[config.mk]
export PLATFORM = sky130hd
export DESIGN_NAME = spi_word_fifo_acc
export DESIGN_NICKNAME = d
export VERILOG_FILES = /design/src/rtl/spi_word_fifo_acc.sv
export SDC_FILE = /design/constraint.sdc
export NUM_CORES = 1
export LEC_CHECK = 0
export BUFFER_PORTS_ARGS = -buffer_cell sky130_fd_sc_hd__buf_2
export CAP_MARGIN = 20
export CORE_MARGIN = 4
export CORE_UTILIZATION = 55
export DETAILED_ROUTE_END_ITERATION = 10
export PLACE_DENSITY_LB_ADDON = 0.1
export SLEW_MARGIN = 5
export SYNTH_ARGS = -nofsm -noshare
export SYNTH_HDL_FRONTEND = slang
export SYNTH_SLANG_ARGS = --single-unit
[constraint.sdc]
create_clock -name clk -period 3.2 [get_ports clk]
set_clock_uncertainty 0.2 [all_clocks]
set_input_delay 0.32 -clock clk [delete_from_list [all_inputs] [get_ports clk]]
set_output_delay 0.32 -clock clk [all_outputs]
set_load 0.02 [all_outputs]
[src/rtl/spi_word_fifo_acc.sv]
// SPI byte-to-word packer feeding a first-word-fall-through word FIFO.
// Supports selectable byte order, frame resync, an occupancy IRQ and sticky overflow.
module spi_word_fifo_acc #(
  parameter int WORD_BYTES = 8,
  parameter int FIFO_DEPTH = 4,
  parameter int IRQ_LEVEL  = 1,
  parameter int MSB_FIRST  = 1
) (
  input  logic                            clk,
  input  logic                            ck_rst_,
  input  logic                            i_rx_dv,
  input  logic [7:0]                      i_rx_byte,
  input  logic                            i_frame_start,
  output logic [8*WORD_BYTES-1:0]         o_word,
  output logic                            o_word_valid,
  input  logic                            i_word_ready,
  output logic [$clog2(FIFO_DEPTH+1)-1:0] o_level,
  output logic                            o_irq,
  output logic                            o_overflow,
  input  logic                            i_clear_overflow,
  output logic                            o_partial_drop
);
  localparam int WW = 8 * WORD_BYTES;
  localparam int AW = $clog2(FIFO_DEPTH);
  localparam int LW = $clog2(FIFO_DEPTH + 1);
  localparam int CW = (WORD_BYTES > 1) ? $clog2(WORD_BYTES) : 1;

  logic [CW-1:0] cnt, cnt_eff;
  logic [WW-1:0] shreg, sh_eff, byte_w, shifted;
  logic          word_done;

  logic [WW-1:0] mem [FIFO_DEPTH];
  logic [AW:0]   wp, rp;
  logic          full, empty, pop, push_ok, ovf_set;

  // A frame start restarts the word before any byte arriving in the same cycle.
  always_comb begin
    cnt_eff = i_frame_start ? '0 : cnt;
    sh_eff  = i_frame_start ? '0 : shreg;
    byte_w  = WW'(i_rx_byte);
    if (MSB_FIRST != 0) shifted = (sh_eff << 8) | byte_w;
    else                shifted = (sh_eff >> 8) | (byte_w << (WW - 8));
    word_done = i_rx_dv && (cnt_eff == CW'(WORD_BYTES - 1));
  end

  always_ff @(posedge clk or negedge ck_rst_) begin
    if (!ck_rst_) begin
      cnt            <= '0;
      shreg          <= '0;
      o_partial_drop <= 1'b0;
    end else begin
      o_partial_drop <= i_frame_start && (cnt != '0);
      if (i_rx_dv) begin
        cnt   <= word_done ? '0 : cnt_eff + CW'(1);
        shreg <= word_done ? '0 : shifted;
      end else if (i_frame_start) begin
        cnt   <= '0;
        shreg <= '0;
      end
    end
  end

  assign empty   = (wp == rp);
  assign full    = (wp[AW] != rp[AW]) && (wp[AW-1:0] == rp[AW-1:0]);
  assign pop     = !empty && i_word_ready;
  // A pop frees the slot the same edge, so a full FIFO still accepts the push.
  assign push_ok = word_done && (!full || pop);
  assign ovf_set = word_done && full && !pop;

  always_ff @(posedge clk or negedge ck_rst_) begin
    if (!ck_rst_) begin
      wp         <= '0;
      rp         <= '0;
      o_overflow <= 1'b0;
      for (int i = 0; i < FIFO_DEPTH; i++) mem[i] <= '0;
    end else begin
      if (push_ok) begin
        mem[wp[AW-1:0]] <= shifted;
        wp              <= wp + 1'b1;
      end
      if (pop) rp <= rp + 1'b1;
      if (ovf_set)               o_overflow <= 1'b1;
      else if (i_clear_overflow) o_overflow <= 1'b0;
    end
  end

  assign o_word       = mem[rp[AW-1:0]];
  assign o_word_valid = !empty;
  assign o_level      = LW'(wp - rp);
  assign o_irq        = (o_level >= LW'(IRQ_LEVEL));

endmodule

==> metrics <==
Final Hold Viols=0; fmax=roughly 320 MHz; DRT antenna net count=0; wire length on met1=around 16,000 um; deepest clock path buffer count=3; Initial Util=around 56%; IO Pins=85; RSZ-0062 raised after global routing=false; ys async rst share=100%; Reg2Reg Depth=7; Nets=1,111; crit path time final=approximately 3.1 ns; fin. max-slew vios=0; status=finished, final reports clean; Root Buffer=clkbuf_16; Largest stage delay, worst path=between 0.6 and 0.7 ns; top sig layer=met4; die width=approximately 170 um; startpoint types=register; largest net degree at the start of global routing=approximately 110; Sink Count=323; Post-synth EDFFs=0; Buf+Inv Stages, Crit Path=3; initial DRC count=~1.1k; yosys warns=0; detailed placement HPWL=19,500 um; hold path depth=3; HP Start=i_word_ready; Distinct cells, synth=34; met3 WL=around 1900 um; critical path's slowest cell=buf_4; Synth Net Count=approximately 1.1k; Post-Route Setup TNS=0 ns; die area=slightly below 30,000 sq um; Slew HR=between 40 and 50%; DRC viols=0; reg2reg start=cnt[0]; Static Leakage=slightly above 7 nW; Final setup violation count=0; # rows=59; CP Depth=4; Peak VDD IR=roughly 0.5 mV; fin area=roughly 16,000 sq um; via count=between 9k and 10k; post-synthesis cell area=between 10,000 and 15,000 sq um; initial antenna violation count=0; P&R area growth vs syn=13.1%; Post-DP Area=15,100 sq um; Final GP Congestion=about 0.75; worst path cell trace=buf_4, buf_4, mux4_2, buf_2; TritonCTS Buffers=35; Critical Path AT=approximately 2.6 ns; Seq cells post-synth=between 300 and 400; Crit Path Class=reg -> out; period utilization=96.3%; Reg clk slew, reported paths=~0.06 ns; WL/cell=roughly 25 um; first-pass iteration count of the detailed router=7; H-tree depth=2; CTS tree=yes; maximum fanout along the worst path=43; Crit path top cell by count=buf_4; Port Buffers=84; Hold WC Path Type=in -> reg; Max Cap Viol=0; Slew @ Worst Pin=0.842 ns; Adder-Cell Fraction of Synth Area=less than 1%; Synth Flop Type=dfrtp_1; WL met2=around 17,000 um; vias in the first global route=around 9.9k; critical path's top delay family=buffers and inverters; clock latency on the worst-skew pair=~0.51 ns; Post-Synth Simple-Gate Area=around 7.3%; Post-Syn Instances=1,044; first-pass GRT wire length=57,000 um; final WL=35,500 um; mux contribution to synthesized area=around an eighth; Worst Setup SP=rp[1]; die height=between 150 and 200 um; Via density=between 6 and 7; critical path endpoint category=output pin; main combinational cell family by area after synthesis=compound AO/OA/AOI/OAI gates; Overflow after GRT=0; Syn Area/Cell=13.9 sq um; Synth Area in Compound Gates=between 10% and 20%; share of cells above drive strength 1=between 20% and 30%; Power Density=roughly 580 nW/um^2; Post-Synth XOR/XNOR Area=0.414%; Critical Path RT=2.68 ns; # diodes=0; sequential area share after synthesis=a little under three fifths; Global Route Usage Sum=24.6%; Core ar.=roughly 26,000 sq um
cells in the mapped netlist (2+ instances only):
library cell  count  area, sq um
a21oi_1          40          200
a2bb2oi_1         8         70.1
a32o_1          224         2240
and2_1            2         12.5
buf_1             8         30.0
buf_2            19         95.1
buf_6            17          191
clkbuf_1         82          308
dfrtp_1         323         8080
ha_1              9          113
inv_1             6         22.5
mux2_2           34          383
mux4_2           64         1440
nand2_1          61          229
nand2b_1          8         50.1
nand3b_1         40          300
nor2_1           18         67.6
nor2b_1           3         18.8
nor3b_1          48          360
o22ai_1           9         56.3
o311ai_4          3         78.8
or3_1             2         12.5
xnor2_1           5         43.8
flip-flops by register name (all words and copies together) (netlist names):
name / flops
wp: 3
o_overflow: 1
shreg: 56
mem: 256
o_partial_drop: 1
rp: 3
cnt: 3
timing repair:
action | in CTS | in global routing
hold endpoints to repair | 104 | 0
resized for setup | 0 | 6
buffers inserted | 0 | 0
endpoints found under the setup margin | 0 | 12
hold buffers | 13 | 0
stage by stage:
stage          hold slack [ns]  setup WS, ns  cells  utilization (%)  total power [W]
2_1_floorplan           -0.176         0.249   1044                -          0.00534
3_3_place_gp             0.126         0.300   1372             58.3          0.00576
3_5_place_dp             0.126         0.242   1372             58.3          0.00575
4_1_cts                  0.131         0.114   1446             63.0          0.00970
5_1_grt                  0.148       0.00101   1446             63.2          0.00998
6_report                 0.138         0.117   1446             63.2          0.00959
cell families after synthesis:
| logic type | count (synthesis) |
|---|---|
| AOI/OAI and AO/OA | 291 |
| xor gates and xnor gates | 6 |
| adders and majority gates | 10 |
| buffers and inverters | 133 |
| DFF | 323 |
| muxes | 98 |
| and+or+nand+nor | 183 |
layer usage:
| layer | track usage, % | up-vias |
|---|---|---|
| met5 | 0 | - |
| met2 | 39.4 | 315 |
| met3 | 3.55 | 59 |
| li1 | - | 4262 |
| met1 | 36.1 | 5288 |
| met4 | 5.73 | 0 |
path summary, 6_finish.rpt:
kind	slack (ns)	endpoint
worst max-delay path	0.12	o_word[42]
worst min-delay path	0.14	rp[2]
worst max register to register	0.36	mem[65]
worst min register to register	0.28	mem[113]
max in group asynchronous	1.76	mem[102]
min in group asynchronous	0.18	mem[192]
final cells by class:
cell class              count  area [sq um]
well taps                 335           419
multi-input cells         588          5840
clock inverters            10           106
repair buffers            132           938
flip-flops and latches    323          8090
inverters                   7          26.3
fillers                  1988          9570
clock buffers              51           996
placed cells by master, fill, tap and decap left out, types with 2 or more instances in the layout:
cell,n
buf_12,9
xnor2_1,5
ha_2,4
o22ai_1,9
a21oi_1,40
nor2b_1,3
nand2b_1,8
nand3b_1,40
buf_4,27
nor3b_1,42
nand2_1,60
dfrtp_1,321
clkinv_2,6
clkbuf_16,35
o311ai_4,3
nor3b_2,6
inv_1,6
mux4_2,64
bufinv_16,2
mux2_2,34
and2_1,2
clkbuf_8,6
a32o_1,224
nor2_1,18
buf_2,82
dlygate4sd3_1,13
clkbuf_1,10
a2bb2oi_1,8
ha_1,5
power breakdown:
group / leakage (nW) / internal, W / switching, W / total (W)
logic: 2.16 / 0.000536 / 0.000958 / 0.00149
clock network: 0.543 / 0.00232 / 0.00161 / 0.00393
registers: 4.49 / 0.00413 / 0.0000353 / 0.00417
worst register-to-register path: stages, from the launching register on:
cell and delay [ns]:
dfrtp_1 0.35, nor2b_1 0.21, ha_1 0.18, ha_1 0.34, and2_1 0.45, o311ai_4 0.34
buf_12 0.32, mux2_2 0.32
Power figures use the tool's default switching activity.
